File: src/rtl/tdc_result_readout.sv
// rtl/tdc_result_readout.sv - TDC result snapshot presented bytewise under an async host strobe
// Optional checksum slot: define TDC_READOUT_CHECKSUM_EN.
module tdc_result_readout #(
  parameter int COUNT_W     = 32,  // multiple of 8, 8..56
  parameter int SYNC_STAGES = 2    // at least 2
) (
  input  logic               clk,
  input  logic               rst_n,
  input  logic               meas_done,
  input  logic [COUNT_W-1:0] time_count,
  input  logic               rd_next,
  output logic [7:0]         byte_out,
  output logic [2:0]         byte_idx,
  output logic               data_valid,
  output logic               overflow,
  output logic [7:0]         meas_cnt
);

  localparam int NB = COUNT_W / 8;
`ifdef TDC_READOUT_CHECKSUM_EN
  localparam int LAST = NB;
`else
  localparam int LAST = NB - 1;
`endif
  localparam logic [2:0] LAST_IDX = 3'(LAST);

  typedef enum logic {IDLE, HOLD} state_t;

  logic [SYNC_STAGES-1:0] sync_q;
  logic                   sync_prev_q;
  logic                   adv;

  state_t             state_q;
  logic [COUNT_W-1:0] snap_q;
  logic [7:0]         byte_q;
  logic [2:0]         idx_q;
  logic               valid_q;
  logic               ovf_q;
  logic [7:0]         cnt_q;

  logic [2:0]         idx_d;
  logic [7:0]         slot_d;
  logic               final_adv;

  // Pin strobe through the synchroniser chain plus one edge-detect flop
  always_ff @(posedge clk or negedge rst_n) begin
    if (!rst_n) begin
      sync_q      <= '0;
      sync_prev_q <= 1'b0;
    end else begin
      sync_q      <= {sync_q[SYNC_STAGES-2:0], rd_next};
      sync_prev_q <= sync_q[SYNC_STAGES-1];
    end
  end

  assign adv       = sync_q[SYNC_STAGES-1] & ~sync_prev_q;
  assign idx_d     = idx_q + 3'd1;
  assign final_adv = adv && (idx_q == LAST_IDX);

`ifdef TDC_READOUT_CHECKSUM_EN
  logic [7:0] csum;

  // XOR of all snapshot bytes for the trailing checksum slot
  always_comb begin
    csum = '0;
    for (int i = 0; i < NB; i++) csum = csum ^ snap_q[8*i +: 8];
  end
`endif

  // Byte that the next presented slot will show (little-endian)
  always_comb begin
    slot_d = '0;
    for (int i = 0; i < NB; i++) begin
      if (idx_d == 3'(i)) slot_d = snap_q[8*i +: 8];
    end
`ifdef TDC_READOUT_CHECKSUM_EN
    if (idx_d == 3'(NB)) slot_d = csum;
`endif
  end

  // Capture/present FSM with registered outputs; a final advance can retire
  // the old snapshot and accept a new one on the same edge
  always_ff @(posedge clk or negedge rst_n) begin
    if (!rst_n) begin
      state_q <= IDLE;
      snap_q  <= '0;
      byte_q  <= '0;
      idx_q   <= '0;
      valid_q <= 1'b0;
      ovf_q   <= 1'b0;
      cnt_q   <= '0;
    end else begin
      case (state_q)
        IDLE: begin
          if (meas_done) begin
            state_q <= HOLD;
            snap_q  <= time_count;
            cnt_q   <= cnt_q + 8'd1;
            valid_q <= 1'b1;
            idx_q   <= '0;
            byte_q  <= time_count[7:0];
          end
        end
        HOLD: begin
          if (final_adv) begin
            if (meas_done) begin
              snap_q  <= time_count;
              cnt_q   <= cnt_q + 8'd1;
              idx_q   <= '0;
              byte_q  <= time_count[7:0];
            end else begin
              state_q <= IDLE;
              valid_q <= 1'b0;
              idx_q   <= '0;
              byte_q  <= '0;
            end
          end else begin
            if (meas_done) ovf_q <= 1'b1;
            if (adv) begin
              idx_q  <= idx_d;
              byte_q <= slot_d;
            end
          end
        end
        default: state_q <= IDLE;
      endcase
    end
  end

  assign byte_out   = byte_q;
  assign byte_idx   = idx_q;
  assign data_valid = valid_q;
  assign overflow   = ovf_q;
  assign meas_cnt   = cnt_q;

endmodule

File: config.mk
export PLATFORM = sky130hd
export DESIGN_NAME = tdc_result_readout
export DESIGN_NICKNAME = d
export VERILOG_FILES = /design/src/rtl/tdc_result_readout.sv
export SDC_FILE = /design/constraint.sdc
export NUM_CORES = 1
export LEC_CHECK = 0
export ABC_CLOCK_PERIOD_IN_PS = 5300
export CELL_PAD_IN_SITES_DETAIL_PLACEMENT = 1
export CELL_PAD_IN_SITES_GLOBAL_PLACEMENT = 1
export CORE_AREA = 2 2 99 101
export CTS_CLUSTER_SIZE = 24
export DETAILED_ROUTE_END_ITERATION = 8
export DIE_AREA = 0 0 101 103
export GPL_TIMING_DRIVEN = 0
export PLACE_DENSITY = 0.64
export SETUP_SLACK_MARGIN = 0.4
export SYNTH_ARGS = -nofsm -noshare
export SYNTH_HDL_FRONTEND = slang
export SYNTH_SLANG_ARGS = --single-unit
export TNS_END_PERCENT = 30
File: constraint.sdc
create_clock -name clk -period 5.3 [get_ports clk]
set_input_delay 1.06 -clock clk [delete_from_list [all_inputs] [get_ports clk]]
set_output_delay 1.06 -clock clk [all_outputs]
set_load 0.005 [all_outputs]
After elaboration in Yosys (flattened, before gate mapping)

Index checks and enable logic that the tools add are counted.

Add/subtract/negate cells: 2
Equality and inequality tests: 8
Multiplexer cells: 26
Bitwise gates (word level): 4
Reductions and logical operators: 5

Operator list:

| kind                | count |
|---|---|
| $mux 8              | 10 |
| $mux 32             | 2 |
| $pmux 32 s2         | 1 |
| $pmux 8 s2          | 2 |
| $eq 3x2->1 const B  | 3 |
| $mux 3              | 3 |
| $add 8x1->8 const B | 1 |
| $pmux 3 s2          | 1 |
| $reduce_and 3->1    | 2 |
| $mux 1              | 5 |
| $ne 2x2->1 const B  | 2 |
| $pmux 1 s2          | 2 |
| $add 3x1->3 const B | 1 |
| $eq 3x1->1 const B  | 1 |
| $logic_not 3->1     | 1 |
| $ne 3x2->1 const B  | 1 |
| $not 1->1           | 3 |
| $ne 2x1->1 const B  | 1 |
| $reduce_and 2->1    | 1 |
| $and 1x1->1         | 1 |
| $logic_and 1x1->1   | 1 |

Bits in registers: 57
Output and inout port bits: 21
Logic and storage cells: 54

Logic depth before layout (Yosys ltp)

Depth in word-level cells: 9
Gate-level depth with buffers: 8
Depth with buffers taken out: 6

Least setup slack after synthesis

Ideal clock, no wire load.

Kind: input -> register
From: input meas_done
To: register byte_q[0], in the netlist byte_out[0]
Data arrival time: 2100 ps
Path slack: 3065 ps
Stages on the path: 7
Cell sequence: inv_1 -> ha_1 -> buf_2 -> and4bb_2 -> a21oi_1 -> nand2b_1 -> o311ai_1

Word-level cells in the longest chain between the ends: 3
Elaborated cells between the ends (all ways): 5

Ends and longest elaborated chain:

| element                | line | text |
|---|---|---|
| start: declaration     | 9    | `input logic meas_done,` |
| $mux 8                 | 106  | `if (meas_done) begin` |
| $mux 8                 | 105  | `if (final_adv) begin` |
| $pmux 8 s2             | 93   | `case (state_q)` |
| end signal: assignment | 101  | `byte_q <= time_count[7:0];` |
| end signal: assignment | 110  | `byte_q <= time_count[7:0];` |
| end signal: assignment | 121  | `byte_q <= slot_d;` |
| end: declaration       | 35   | `logic [7:0] byte_q;` |

Parallel ways exist; a longest one is shown, timed or not.
A chain may end at the register's enable or synchronous reset.

Worst setup path after layout

Same ends and word-level chain as after synthesis.

==> flow_summary.json <==
{
  "hp-class": "flop to flop",
  "dieArea_mm2": 0.0104,
  "synth_edf_count": 0,
  "grt_max_degree": 36,
  "synth_simple_gate_area_share_pct": 11.2,
  "globalRouteMet2Util_pct": 25.1,
  "grtUsageMet3_pct": 3.80,
  "synth_mux_area_share_pct": 13.1,
  "ys_ff_latch": 57,
  "path_max_fanout": 10,
  "grt_usage_pct": 15.5,
  "synth-compound-area-share_pct": 14.6,
  "cts_resized": 0,
  "critPathKind": "input port to flop",
  "async_reset_ff_share_pct": 100,
  "crit_arrival_ns": 2.82,
  "grtUsageMet1_pct": 20.8,
  "synth_top_family_by_area": "compound AO/OA/AOI/OAI gates",
  "postLayoutCoreUtil_pct": 39.5,
  "insertion_delay_ns": 0.34,
  "leakage_uw": 0.00162,
  "route.detailed.wl_per_inst_um": 16.8,
  "grt_pass1_wl_mm": 12.3,
  "slew_violations": 0,
  "peakVddDrop_v": 0.000152,
  "rsz0062_at_grt": "no",
  "drive_gt1_share_pct": 19.9,
  "routed_wl_mm": 7.48,
  "place_congestion": 0.748,
  "antenna_found_initial": 0,
  "maxCapViolCount": 0,
  "hold_buffers": 0,
  "period_needed_ns": 2.59,
  "avgViaCountPerCell": 4.98,
  "status": "completed",
  "setup_viol_count_final": 0,
  "cts_buffers": 9,
  "start_util_pct": 30.0,
  "finalSetupTns_ns": 0,
  "synth_fa_ha_area_share_pct": 3.53,
  "cp-start-kind": "input port",
  "via_count": 2221,
  "cts-root-buf": "clkbuf_8",
  "clk_pin_slew_ns": 0.06,
  "cp.required_ns": 5.53,
  "synth_ff_type": "dfrtp_1",
  "ios": 57,
  "ant_nets": 0,
  "port_buffers": 56,
  "slew_headroom_pct": 43.9,
  "finalHoldViolCount": 0,
  "placed_area_mm2": 0.00356,
  "drt_iter0_markers": 54,
  "busiest_layer": "met2",
  "fmax_ghz": 0.386,
  "grt_overflow_total": 0,
  "cts_tree": "yes",
  "syn_inst": 259,
  "slowest_delay_ns": 0.50,
  "post-place-cells": 430,
  "finalCritPeriodShare_pct": 48.8,
  "first_pass_iters": 4,
  "post-cts-setup-buffers": 0,
  "fillCellCount": 1071,
  "htreeDepth": 3,
  "cts.path.max_buffers": 2,
  "area_growth_pct": 31.7,
  "die_x_um": 101,
  "fin_nets": 371,
  "grt_pass1_vias": 2331,
  "row_count": 36,
  "n_antenna_cell": 0,
  "crit_chain": "clkdlybuf4s50_1 > inv_1 > ha_1 > buf_2 > and4bb_2 > a21oi_1 > o311ai_1",
  "final_cell_area_mm2": 0.00374,
  "syn_area_per_cell_um2": 11.0,
  "ys_seq_area_share_pct": 50.3,
  "die_h_um": 103,
  "synthXorXnorAreaFrac_pct": 2.16,
  "hpwl_mm": 5.58,
  "yosysWarnings": 0,
  "synth.net_count": 303,
  "clock-sinks": 57,
  "coreArea_mm2": 0.00946,
  "cp-end-kind": "flop",
  "fin_skew_ns": 0.00761,
  "synth_cell_type_count": 30,
  "cpMaxStageDelayCell": "clkdlybuf4s50_1",
  "p_per_area_mw_per_mm2": 494,
  "route.detailed.drc": 0,
  "fin_cells": 446,
  "synthesis.area_mm2": 0.00284,
  "power_uw": 1850,
  "worst_pin_slew_ns": 0.842
}
## final timing paths
| path | slack [ns] | cells past startpoint | end | from |
|---|---|---|---|---|
| hold reg to reg | 0.37 | 0 | sync_q[1] | sync_q[0] |
| setup reg to reg | 3.08 | 7 | byte_out[5] | byte_idx[0] |
| min in group asynchronous | 0.82 | 1 | meas_cnt[4] | rst_n |
| hold / removal | 0.37 | 0 | sync_q[1] | sync_q[0] |
| max in group asynchronous | 3.88 | 2 | snap_q[26] | rst_n |
| setup / recovery | 2.71 | 7 | byte_out[0] | meas_done |
## per-stage QoR
step	hold slack, ns	setup slack, ns
detailed placement	0.361	2.38
finish	0.372	2.71
CTS	0.375	2.72
floorplan	0.331	3.07
global route	0.382	2.58
global placement	0.360	1.38
## report_power, final
group	switching [uW]	internal (uW)	total, uW
clock network	174	193	367
logic	349	383	732
registers	138	609	747
## state kept, by name (all words and copies together), names as in the netlist
| signal | flops |
|---|---|
| data_valid | 1 |
| meas_cnt | 8 |
| byte_idx | 3 |
| sync_q | 2 |
| snap_q | 32 |
| overflow | 1 |
| byte_out | 8 |
| sync_prev_q | 1 |
| state_q | 1 |
## final cells by class
type / instances / area [um^2] / share of cell area (%)
buffer: 15 / 92.6 / 2.48
inverter: 14 / 52.6 / 1.41
multi-input combinational: 173 / 1260 / 33.9
clock inverter: 3 / 15.0 / 0.402
timing repair buffer: 57 / 583 / 15.6
clock buffer: 13 / 159 / 4.25
sequential: 57 / 1430 / 38.2
tap: 114 / 143 / 3.82
## cell usage after synthesis (all sizes together) (2+ instances only)
| cell type | n | area, um^2 |
|---|---|---|
| a21oi | 26 | 141 |
| a22o | 2 | 17.5 |
| a311oi | 8 | 70.1 |
| and3 | 10 | 62.6 |
| buf | 14 | 88.8 |
| dfrtp | 57 | 1430 |
| ha | 8 | 100 |
| inv | 14 | 52.6 |
| mux2 | 33 | 372 |
| nand2 | 26 | 97.6 |
| nand2b | 9 | 56.3 |
| nand3b | 2 | 15.0 |
| nand4 | 5 | 31.3 |
| nor2 | 3 | 13.8 |
| nor2b | 2 | 12.5 |
| o211ai | 10 | 75.1 |
| o21ai | 14 | 70.1 |
| o311ai | 3 | 26.3 |
| xnor2 | 6 | 52.6 |
## cells by family after synthesis
group,count (synthesis)
multiplexers,33
flip-flops,57
adder cells (fa/ha/maj),8
AND/OR/NAND/NOR,60
buffers and inverters,29
AO/OA/AOI/OAI,65
XOR/XNOR,7
## worst max-delay path: cells and delay by family
family	cells	cell delay, ns
compound gates	2	0.36
fa+ha+maj	1	0.21
buf+inv	3	0.80
simple gates	1	0.39
## cell usage in the layout, fill, tap and decap left out
| cell | instances |
|---|---|
| dfrtp_1 | 57 |
| clkdlybuf4s50_1 | 55 |
| mux2_2 | 33 |
| nand2_1 | 26 |
| a21oi_1 | 25 |
| inv_1 | 14 |
| o21ai_0 | 14 |
| clkbuf_8 | 11 |
| and3_1 | 10 |
| o211ai_1 | 10 |
| buf_2 | 9 |
| nand2b_1 | 9 |
| a311oi_1 | 8 |
| ha_1 | 8 |
| xnor2_1 | 6 |
| buf_4 | 5 |
| nand4_1 | 5 |
| clkbuf_1 | 3 |
| o311ai_1 | 3 |
| clkinv_2 | 3 |
| nand3b_1 | 2 |
| nor2b_1 | 2 |
| nor2_1 | 2 |
| a22o_1 | 2 |
| a21oi_4 | 1 |
| buf_6 | 1 |
| xor2_1 | 1 |
| o21bai_1 | 1 |
| nor2_2 | 1 |
| a21o_1 | 1 |
| nand4b_1 | 1 |
| and4bb_2 | 1 |
| nor4_1 | 1 |
| buf_16 | 1 |
## layer usage
layer  wire length [um]  part of all wire (%)
met1               3530                    47
met2               3590                    48
met3                275                   3.7
met4                 83                   1.1
met5                  0                     0
Note: power is estimated with default switching activity, not from simulation.
